<file path="src/rtl/uart_rx.sv">
// rtl/uart_rx.sv - 8N1 UART receiver with run-time baud divider and 3-sample majority vote
module uart_rx #(
   parameter int SYNC_STAGES = 2
) (
   input  logic        clk_i,
   input  logic        rst_n_i,
   input  logic        data_i,
   output logic [7:0]  data_o,
   output logic        done_o,
   output logic        frame_err_o,
   output logic        busy_o,
   input  logic [31:0] baud_div_i
);

   typedef enum logic [2:0] {
      IDLE  = 3'd0,
      START = 3'd1,
      DATA  = 3'd2,
      STOP  = 3'd3,
      BREAK = 3'd4
   } state_t;

   state_t                 state_q;
   logic [SYNC_STAGES-1:0] sync_q;
   logic [2:0]             hist_q;
   logic [31:0]            clk_cnt_q;
   logic [2:0]             bit_idx_q;
   logic [7:0]             shift_q;

   logic        rx_s;
   logic        vote;
   logic [31:0] period_last;
   logic [31:0] start_point;

   assign rx_s = sync_q[SYNC_STAGES-1];

   // The history register holds the three samples taken just before the decision cycle.
   assign vote = (hist_q[0] & hist_q[1]) | (hist_q[0] & hist_q[2]) | (hist_q[1] & hist_q[2]);

   assign period_last = baud_div_i + 32'd1;
   assign start_point = ((baud_div_i + 32'd2) >> 1) + 32'd1;

   always_ff @(posedge clk_i or negedge rst_n_i) begin
      if (!rst_n_i) begin
         state_q     <= IDLE;
         sync_q      <= '1;
         hist_q      <= '1;
         clk_cnt_q   <= '0;
         bit_idx_q   <= '0;
         shift_q     <= '0;
         data_o      <= '0;
         done_o      <= 1'b0;
         frame_err_o <= 1'b0;
         busy_o      <= 1'b0;
      end else begin
         sync_q <= {sync_q[SYNC_STAGES-2:0], data_i};
         hist_q <= {hist_q[1:0], rx_s};
         done_o <= 1'b0;

         case (state_q)
            IDLE: begin
               clk_cnt_q <= '0;
               if (!rx_s) begin
                  state_q <= START;
                  busy_o  <= 1'b1;
               end
            end

            START: begin
               if (clk_cnt_q == start_point) begin
                  clk_cnt_q <= '0;
                  if (!vote) begin
                     state_q   <= DATA;
                     bit_idx_q <= '0;
                  end else begin
                     state_q <= IDLE;
                     busy_o  <= 1'b0;
                  end
               end else begin
                  clk_cnt_q <= clk_cnt_q + 32'd1;
               end
            end

            DATA: begin
               if (clk_cnt_q == period_last) begin
                  clk_cnt_q <= '0;
                  shift_q   <= {vote, shift_q[7:1]};
                  bit_idx_q <= bit_idx_q + 3'd1;
                  if (bit_idx_q == 3'd7) begin
                     state_q <= STOP;
                  end
               end else begin
                  clk_cnt_q <= clk_cnt_q + 32'd1;
               end
            end

            STOP: begin
               if (clk_cnt_q == period_last) begin
                  clk_cnt_q   <= '0;
                  data_o      <= shift_q;
                  done_o      <= 1'b1;
                  frame_err_o <= !vote;
                  if (vote) begin
                     state_q <= IDLE;
                     busy_o  <= 1'b0;
                  end else begin
                     state_q <= BREAK;
                  end
               end else begin
                  clk_cnt_q <= clk_cnt_q + 32'd1;
               end
            end

            // A low stop bit may be a line break; only a return to idle-high re-arms the receiver.
            BREAK: begin
               clk_cnt_q <= '0;
               if (rx_s) begin
                  state_q <= IDLE;
                  busy_o  <= 1'b0;
               end
            end

            default: begin
               state_q   <= IDLE;
               clk_cnt_q <= '0;
               busy_o    <= 1'b0;
            end
         endcase
      end
   end

endmodule

</file>
<file path="config.mk">
export PLATFORM = sky130hd
export DESIGN_NAME = uart_rx
export DESIGN_NICKNAME = d
export VERILOG_FILES = /design/src/rtl/uart_rx.sv
export SDC_FILE = /design/constraint.sdc
export NUM_CORES = 1
export LEC_CHECK = 0
export ABC_AREA = 1
export CAP_MARGIN = 20
export CORE_ASPECT_RATIO = 0.75
export CORE_MARGIN = 3
export CORE_UTILIZATION = 55
export CTS_CLUSTER_DIAMETER = 150
export DETAILED_ROUTE_END_ITERATION = 7
export MAX_ROUTING_LAYER = met4
export PLACE_DENSITY = 0.75
export SYNTH_ARGS = -nofsm -noshare
export SYNTH_HDL_FRONTEND = slang
export SYNTH_SLANG_ARGS = --single-unit
</file>
<file path="constraint.sdc">
create_clock -name clk_i -period 8.5 [get_ports clk_i]
set_clock_uncertainty 0.1 [all_clocks]
set_input_delay 0.85 -clock clk_i [delete_from_list [all_inputs] [get_ports clk_i]]
set_output_delay 0.85 -clock clk_i [all_outputs]
set_load 0.02 [all_outputs]
</file>
==> flow_metrics.env <==
export IMPL_viasPerCell=5.54
export IMPL_cts_root_buf="clkbuf_16"
export IMPL_final_max_slew_viol_count=0
export IMPL_yosysWarnings=0
export IMPL_die_area_sq_um=14100
export IMPL_status="finished, final reports clean"
export IMPL_h_tree_depth=3
export IMPL_fin_nets=1271
export IMPL_port_buffers=45
export IMPL_relSlewSlack=0.420
export IMPL_fmax_ghz=0.229
export IMPL_drv_cap=0
export IMPL_arrival_ns=4.48
export IMPL_gp_congestion=1.08
export IMPL_syn_nets=1227
export IMPL_post_cts_resized=0
export IMPL_area_growth_pct=12.4
export IMPL_post_route_cell_area_sq_um=7860
export IMPL_path_clk_slew_ns=0.05
export IMPL_power_density_nw_per_um2=133
export IMPL_antenna_found_initial=0
export IMPL_first_global_vias=7009
export IMPL_startpoint_type="input port"
export IMPL_insertion_delay_ns=0.34
export IMPL_cts_tree="built"
export IMPL_crit_path_max_fanout=29
export IMPL_ys_seq_area_frac=0.223
export IMPL_io_pins=46
export IMPL_hold_viol_final=0
export IMPL_fin_tns_setup_ns=0
export IMPL_dp_hpwl_um=20000
export IMPL_ir_drop_mv=0.121
export IMPL_grt_util_all_layers=0.354
export IMPL_die_x_um=136
export IMPL_vias=7739
export IMPL_wire_per_inst_um=17.2
export IMPL_wirelength_um=24000
export IMPL_synth_cell_types=41
export IMPL_grt_use_met1=0.534
export IMPL_grt_busiest_layer="met1"
export IMPL_cts_setup_buffers=0
export IMPL_grt_ovfl_total=0
export IMPL_setup_viol=0
export IMPL_dieHeight_um=104
export IMPL_n_antenna_cell=0
export IMPL_holdBufCountCts=0
export IMPL_drt_iter0_markers=959
export IMPL_synth_cells=1186
export IMPL_ant_nets=0
export IMPL_clockBufferDepth=2
export IMPL_fin_util=0.655
export IMPL_min_period_over_period=0.514
export IMPL_cp_required_ns=8.62
export IMPL_min_period_ns=4.37
export IMPL_core_area_sq_um=12000
export IMPL_power_leakage_nw=3.67
export IMPL_rsz0062_at_grt="no"
export IMPL_drive_gt1_frac=0.0939
export IMPL_fill_cells=1148
export IMPL_tightest_slew_ns=0.863
export IMPL_avgSynthCellArea_sq_um=5.89
export IMPL_cts_inserted_buffers=9
export IMPL_drt_pass1_iter_count=6
export IMPL_ys_ff_latch=62
export IMPL_cts_sinks=62
export IMPL_hold_slack_ns=0.262
export IMPL_start_util=0.583
export IMPL_postPlaceCellArea_sq_um=7560
export IMPL_worstSetupEndpointType="flop"
export IMPL_rows=34
export IMPL_critPathKind="input port to flop"
export IMPL_grt_use_met3=0.119
export IMPL_hold_class="flop to flop"
export IMPL_grt_pass1_wl_um=37700
export IMPL_drc=0
export IMPL_grt_start_max_net_pins=63
export IMPL_netlist_area_sq_um=6990
export IMPL_met2_usage=0.442
[worst paths after layout]
| path | from | to | slack, ns | cells after the start |
|---|---|---|---|---|
| worst max-delay path | baud_div_i[1] | clk_cnt_q[15] | 4.13 | 22 |
| worst min-delay path | sync_q[0] | sync_q[1] | 0.26 | 0 |
| worst max register to register | clk_cnt_q[0] | clk_cnt_q[30] | 5.33 | 15 |
| worst min register to register | sync_q[0] | sync_q[1] | 0.26 | 0 |
| max in group asynchronous | rst_n_i | bit_idx_q[0] | 7.21 | 2 |
| min in group asynchronous | rst_n_i | clk_cnt_q[1] | 0.54 | 2 |
[flip-flops by register name, summed over array words and instances, names as in the netlist]
signal,count
clk_cnt_q,32
data_o,8
shift_q,8
bit_idx_q,3
hist_q,3
state_q,3
sync_q,2
busy_o,1
done_o,1
frame_err_o,1
[per-layer routing]
metal / part of all wire / routed length, um
met5: 0 / 0
met2: 0.37 / 8950
met4: 0.025 / 590
met1: 0.46 / 10900
met3: 0.15 / 3530
[where the power goes]
group	internal (mW)	total (mW)	leakage, nW	switching, mW
Sequential	0.316	0.345	0.841	0.0286
Combinational	0.113	0.357	2.70	0.244
Clock	0.197	0.342	0.128	0.145
Total	0.626	1.04	3.67	0.417
[area by class of cell]
| cell class | count | area (sq um) | share of cell area |
|---|---|---|---|
| Sequential cell | 62 | 1560 | 0.198 |
| Tap cell | 162 | 203 | 0.0258 |
| Inverter | 147 | 552 | 0.0702 |
| Timing Repair Buffer | 47 | 473 | 0.0602 |
| Clock buffer | 9 | 225 | 0.0287 |
| Clock inverter | 7 | 50.0 | 0.00637 |
| Multi-Input combinational cell | 963 | 4800 | 0.611 |
[cell usage in the layout (no fill, tap or decap), types with 6 or more instances in the layout]
master | netlist | routed
nor3_1 | 19 | 19
xor2_1 | 69 | 69
o21ai_0 | 20 | 20
nor2_2 | 50 | 50
o21ai_1 | 16 | 16
xnor2_1 | 14 | 14
nor2_4 | 10 | 10
nor4_1 | 7 | 7
nor2_1 | 134 | 134
nand2_1 | 426 | 426
a21oi_1 | 6 | 6
clkdlybuf4s50_1 | 0 | 44
ha_1 | 6 | 6
inv_1 | 145 | 145
dfrtp_1 | 57 | 57
nand4_1 | 33 | 33
nand2_2 | 19 | 19
clkbuf_16 | 0 | 9
nand3_1 | 106 | 106
[metrics by stage]
step,std cells,setup slack [ns],power (mW)
floorplan,1186,5.08,0.593
global placement,1380,3.44,0.675
detailed placement,1380,3.37,0.679
CTS,1396,3.72,1.02
global route,1397,3.79,1.10
finish,1397,4.13,1.04
[synthesized netlist by cell type]
cell	n	area [sq um]
a21o_1	1	7.51
a211oi_1	1	7.51
nand2_4	2	22.5
xor2_1	69	604
mux2_2	1	11.3
nor3_2	1	10.0
nor2_4	10	113
xnor2_1	14	123
buf_6	3	33.8
and3b_1	1	8.76
o21ai_1	16	80.1
dfrtp_1	57	1430
nor4_1	7	43.8
nand2_2	19	119
nand3b_1	2	15.0
a21oi_1	6	30.0
or3_1	1	6.26
o22ai_1	2	12.5
ha_1	6	75.1
o21a_1	1	7.51
nand3_2	3	30.0
or2_1	1	6.26
buf_4	1	7.51
nand3_1	106	531
nor3b_1	2	15.0
nor2_1	134	503
nand4_1	33	206
nor4_2	1	12.5
buf_2	4	20.0
o21bai_1	4	30.0
dfstp_2	5	131
nand2_1	426	1600
clkbuf_1	6	22.5
o21ai_0	20	100
nor2_2	50	313
nor3_1	19	95.1
inv_2	2	7.51
inv_1	145	544
a22o_1	1	8.76
a21boi_2	1	11.3
nor2_8	2	40.0
[logic make-up after synthesis]
family / count (synthesis) / synth area share
and+or+nand+nor: 820 / 0.528
muxes: 1 / 0.00161
buffers and inverters: 161 / 0.0909
xor gates and xnor gates: 83 / 0.104
AOI/OAI and AO/OA: 53 / 0.0422
DFF: 62 / 0.223
adders and majority gates: 6 / 0.0107
[critical path, stage by stage]
cell and delay [ns]:
clkdlybuf4s50_1 0.67, inv_1 0.15, ha_1 0.37, nor2_1 0.19, nand3_1 0.14, inv_1 0.09, nand3_2 0.10, nor2_1 0.16
nand2_1 0.11, nor2_1 0.20, nand2_1 0.09, nor2_2 0.12, nand2_1 0.10, nor2_1 0.09, nand2_1 0.05, nand2_1 0.07
nand2_1 0.06, nor2_2 0.15, a21boi_2 0.15, nor2_4 0.23, buf_12 0.24, nor2_1 0.08
Note: power is estimated with default switching activity, not from simulation.
==> variant 1: new RTL, same flow settings <==
Set the parameter `SYNC_STAGES` to 4 (it was 2).
--- a/src/rtl/uart_rx.sv
+++ b/src/rtl/uart_rx.sv
@@ -1,5 +1,5 @@
 // rtl/uart_rx.sv - 8N1 UART receiver with run-time baud divider and 3-sample majority vote
 module uart_rx #(
-   parameter int SYNC_STAGES = 2
+   parameter int SYNC_STAGES = 4
 ) (
    input  logic        clk_i,
Formal check against the unedited RTL: not equivalent (Yosys sat finds a counterexample within 4 cycles, from zero or initial values and one cycle with rst_n_i low).
==> variant 1 against the original RTL <==
Routed wire length down 2.1%. Total power rose by 5.6%. Setup slack got worse by 0.10 ns. Sequential cell count rose by 2. Area after synthesis grew 0.75%. Sequential share of layout area increased by 0.38 points. Die area grew 0.71%. Cell count rose by 0.43%. Final area up 1.4%. First-iteration DRC count is 8.8% lower. Critical endpoint unchanged. Largest power group is now clock.
==> variant 1: results (changes against the original RTL) <==
main area contributors after synthesis nand2_1 (23%), dfrtp_1 (20%), xor2_1 (8.6%) (unchanged); CTS clock-pin slew for the worst setup and hold paths 0.06 ns; largest net degree at the start of global routing 65 (was 63); GRT Total Usage 0.349 (was 0.354); antenna cells 0 (unchanged); critical path peak fanout 28 (was 29); # port buffers 45 (unchanged); sequential-to-total area share from yosys stat 0.229 (was 0.223); fraction of layout cells with a size suffix above 1 0.0954 (was 0.0939); root buf cell clkbuf_16 (unchanged); Post-CTS Setup Repair Bufs 0 (unchanged); drt first pass iters 5 (was 6); syn_nets 1,229 (was 1,227); first-pass GRT wire length 37,000 um (was 37,700 um); Synth async-reset ratio 1.00 (unchanged); clock group total power 0.410 mW (was 0.342 mW); top_reg_cell synth dfrtp_1 (unchanged); crit path DAT 4.59 ns (was 4.48 ns); warnings from Yosys 0 (unchanged); placed standard-cell area 0.00762 mm^2 (was 0.00756 mm^2); initial DRC count 875 (was 959); Worst VDD drop 0.175 mV (was 0.121 mV); CP top delay family simple AND/OR/NAND/NOR gates (unchanged); Psw 0.401 mW (was 0.417 mW); R2R cell count 15 (unchanged); post-synth cell types 41 (unchanged); antenna violations before repair 0 (unchanged); Pleak 3.72 nW (was 3.67 nW); Sequential Power 0.347 mW; Commonest cells post-synth nand2_1 (426), inv_1 (145), nor2_1 (134) (unchanged); min-delay worst type reg -> reg (unchanged); biggest regs clk_cnt_q x32, data_o x8, shift_q x8 (unchanged); vias in the first global route 6,938 (was 7,009); fin nets 1,273 (was 1,271); TritonCTS Buffers 9 (unchanged); H-tree Lvls 3 (unchanged); power density cells 138 mW/mm^2 (was 133 mW/mm^2); HPWL Detailed 19,700 um (was 20,000 um); deepest clock path buffer count 2 (unchanged); crit-path max cell delay 0.68 ns; worst-margin pin slew 0.838 ns (was 0.863 ns); DR vias 7,686 (was 7,739); later-pin clock latency in the skew report 0.34 ns (about the same); status complete, no violations (unchanged); Routed WL 23,500 um (was 24,000 um); post-CTS sizing 0 (unchanged); hold path cells 0 (unchanged); CP max-delay cell clkdlybuf4s50_1 (unchanged); gp weighted congestion 1.04 (was 1.08)
-- variant 1: cell types whose count changed after synthesis, sizes merged --
cell   unedited run  this run
dfstp             5         7
-- variant 1: through the flow --
| stage | setup slack (ns) | instances |
|---|---|---|
| final | 4.03 | 1403 |
| after global routing | 3.74 | 1403 |
| after CTS | 3.67 | 1402 |
| after detailed placement | 3.35 | 1386 |
| after global placement | 3.45 | 1386 |
| after floorplan | 5.08 | 1188 |
-- variant 1: cell type report --
class / count / area (um^2)
Clock buffer: 10 / 239
Sequential cell: 64 / 1610
Inverter: 147 / 552
Timing Repair Buffer: 47 / 473
Multi-Input combinational cell: 963 / 4800
Clock inverter: 6 / 92.6
Fill cell: 1192 / 4420
Tap cell: 166 / 208
-- variant 1: worst paths after layout --
check                                 to          start  slack, ns
min in group asynchronous   bit_idx_q[1]        rst_n_i       0.57
min                            sync_q[2]      sync_q[1]       0.25
max in group asynchronous  clk_cnt_q[11]        rst_n_i       7.19
min reg2reg                    sync_q[2]      sync_q[1]       0.25
max reg2reg                clk_cnt_q[30]   clk_cnt_q[0]       5.36
max                        clk_cnt_q[15]  baud_div_i[1]       4.03
-- variant 1: layer usage --
| layer | part of all wire | vias to the layer above | global-route usage | routed length, um |
|---|---|---|---|---|
| li1 | - | 3821 | - | - |
| met1 | 0.48 | 3450 | 0.542 | 11300 |
| met2 | 0.37 | 382 | 0.434 | 8620 |
| met3 | 0.14 | 33 | 0.102 | 3200 |
| met4 | 0.018 | 0 | 0.0871 | 425 |
| met5 | 0 | - | - | 0 |
-- variant 1: cells by family after synthesis --
logic type,Yosys count,synth area share
buffers and inverters,161,0.0902
muxes,1,0.00160
adders and majority gates,6,0.0107
AOI/OAI and AO/OA,53,0.0419
DFF,64,0.229
and+or+nand+nor,820,0.524
xor gates and xnor gates,83,0.103
==> variant 2: new RTL, same settings <==
Without the edit above. Add an input register stage for `data_i` and `baud_div_i`, with the module's reset; this delays them by one clock.
--- a/src/rtl/uart_rx.sv
+++ b/src/rtl/uart_rx.sv
@@ -21,4 +21,17 @@
    } state_t;
 
+   logic data_q;
+   logic [31:0] baud_div_q;
+
+   always_ff @(posedge clk_i or negedge rst_n_i) begin
+      if (!rst_n_i) begin
+         data_q     <= '0;
+         baud_div_q <= '0;
+      end else begin
+         data_q     <= data_i;
+         baud_div_q <= baud_div_i;
+      end
+   end
+
    state_t                 state_q;
    logic [SYNC_STAGES-1:0] sync_q;
@@ -38,6 +51,6 @@
    assign vote = (hist_q[0] & hist_q[1]) | (hist_q[0] & hist_q[2]) | (hist_q[1] & hist_q[2]);
 
-   assign period_last = baud_div_i + 32'd1;
-   assign start_point = ((baud_div_i + 32'd2) >> 1) + 32'd1;
+   assign period_last = baud_div_q + 32'd1;
+   assign start_point = ((baud_div_q + 32'd2) >> 1) + 32'd1;
 
    always_ff @(posedge clk_i or negedge rst_n_i) begin
@@ -54,5 +67,5 @@
          busy_o      <= 1'b0;
       end else begin
-         sync_q <= {sync_q[SYNC_STAGES-2:0], data_i};
+         sync_q <= {sync_q[SYNC_STAGES-2:0], data_q};
          hist_q <= {hist_q[1:0], rx_s};
          done_o <= 1'b0;
Behaviour: not the same (Yosys sat finds a counterexample within 4 cycles, from zero or initial values and one cycle with rst_n_i low).
==> variant 2 against the original RTL <==
Sequential share of layout area increased by 7.6 points. Sequential cell count increased by 33. Routed wire length fell by 5.3%. Final area up 11%. Non-clock buffer count stayed put. Maximum frequency increased by 13%. Count of clock-buffer cells in the layout is the same. Die area is 11% higher. Area after synthesis rose by 12%. Setup slack improved by 0.49 ns.
Power is not compared: it rests on default switching activity, and its combinational part moved more than twofold at a synthesized area within 25%.
==> variant 2: results (changes against the original RTL) <==
later-pin clock latency in the skew report 0.36 ns (was 0.34 ns); pre-CTS WS 4.74 ns (was 3.37 ns); critical path peak fanout 32 (was 29); warnings from Yosys 0 (unchanged); Worst VDD drop 0.125 mV; min-delay worst type reg -> reg (unchanged); HP Start data_q (was sync_q[0]); root buf cell clkbuf_16 (unchanged); initial DRC count 739 (was 959); hold path cells 0 (unchanged); first-pass GRT wire length 35,500 um (was 37,700 um); HPWL Detailed 18,700 um (was 20,000 um); largest net degree at the start of global routing 72 (was 63); Fin. Hold Viols 0 (unchanged); Post-CTS Setup Repair Bufs 0 (unchanged); status complete, no violations (unchanged); Routed WL 22,700 um (was 24,000 um); antenna violations before repair 0 (unchanged); deepest clock path buffer count 2 (unchanged); post-CTS sizing 0 (unchanged); multi-input logic area 0.00481 mm^2 (was 0.00480 mm^2); post-DR vias/cell 5.31 (was 5.54); CP endpoint clk_cnt_q[15] (unchanged); main area contributors after synthesis dfrtp_1 (29%), nand2_1 (17%), xor2_1 (8.6%) (was nand2_1 (23%), dfrtp_1 (20%), xor2_1 (8.6%)); worst-margin pin slew 0.855 ns (was 0.863 ns); R2R cell count 21 (was 15); placed standard-cell area 0.00840 mm^2 (was 0.00756 mm^2); syn_nets 1,196 (was 1,227); WL/cell 16.6 um (was 17.2 um); vias in the first global route 6,486 (was 7,009); crit path DAT 4.01 ns (was 4.48 ns); Mapped Cells 1,155 (was 1,186); CTS clock-pin slew for the worst setup and hold paths 0.08 ns (was 0.05 ns); Commonest cells post-synth nand2_1 (350), inv_1 (132), nor2_1 (118) (was nand2_1 (426), inv_1 (145), nor2_1 (134)); Hold Path End sync_q[0] (was sync_q[1]); drt first pass iters 5 (was 6); reg2reg setup slack 4.62 ns (was 5.33 ns); CP max-delay cell dfrtp_1 (was clkdlybuf4s50_1); antenna cells 0 (unchanged); crit-path max cell delay 0.51 ns (was 0.67 ns); GRT Total Usage 0.309 (was 0.354); TritonCTS Buffers 9 (unchanged); fraction of layout cells with a size suffix above 1 0.126 (was 0.0939); post-synth cell types 40 (was 41); gp weighted congestion 0.992 (was 1.08); FF-to-FF Start baud_div_q[1] (was clk_cnt_q[0]); FILL cells 1,303 (was 1,148); post-layout minimum cycle time 3.88 ns (was 4.37 ns); biggest regs baud_div_q x32, clk_cnt_q x32 (was clk_cnt_q x32, data_o x8, shift_q x8); Pleak 4.07 nW; sequential-to-total area share from yosys stat 0.304 (was 0.223); CP Launch Point baud_div_q[1] (was baud_div_i[1]); # port buffers 45 (unchanged); # placed instances 1,358 (was 1,380)
## variant 2: changes by cell type in the layout (fill, tap and decap cells not counted), sizes merged, moves of 4 or more
cell    before  now
nand3b       2    6
nand4       33   29
nand2      447  388
o21ai       36   27
xor2        69   77
xnor2       14   18
dfrtp       57   90
nand3      109  104
nor2       196  188
## variant 2: critical path, delay by kind of cell (launching register included)
| family | cells | cell delay, ns |
|---|---|---|
| flops | 1 | 0.51 |
| fa+ha+maj | 1 | 0.35 |
| simple gates | 16 | 1.96 |
| compound gates | 1 | 0.15 |
| buf+inv | 3 | 0.65 |
## variant 2: cell families after synthesis
logic type / Yosys count / share of synthesized area
and+or+nand+nor: 749 / 0.454
buffers and inverters: 161 / 0.0817
xor gates and xnor gates: 98 / 0.115
DFF: 95 / 0.304
AOI/OAI and AO/OA: 46 / 0.0358
adders and majority gates: 6 / 0.00959
## variant 2: report_power, final
group | internal [mW] | switching [mW]
clock | 0.208 | 0.208
sequential | 0.466 | 0.0301
combinational | 0.0645 | 0.107
## variant 2: final cells by class
class,count,share of cell area
timing repair buffer,47,0.0532
clock inverter,7,0.00834
clock buffer,9,0.0259
multi-input combinational,899,0.552
tap,175,0.0252
inverter,142,0.0613
sequential,95,0.274
## variant 2: layer usage
layer,track usage,part of all wire,vias to the layer above
met2,0.384,0.37,277
met1,0.493,0.50,3298
met3,0.0878,0.12,20
met5,-,0,-
li1,-,-,3702
met4,0.0531,0.0097,0
## variant 2: per-stage QoR
step                       util  hold slack, ns
after floorplan               -           0.233
after global placement    0.607           0.236
after detailed placement  0.607           0.242
after CTS                 0.629           0.261
after global routing      0.629           0.263
final                     0.629           0.258
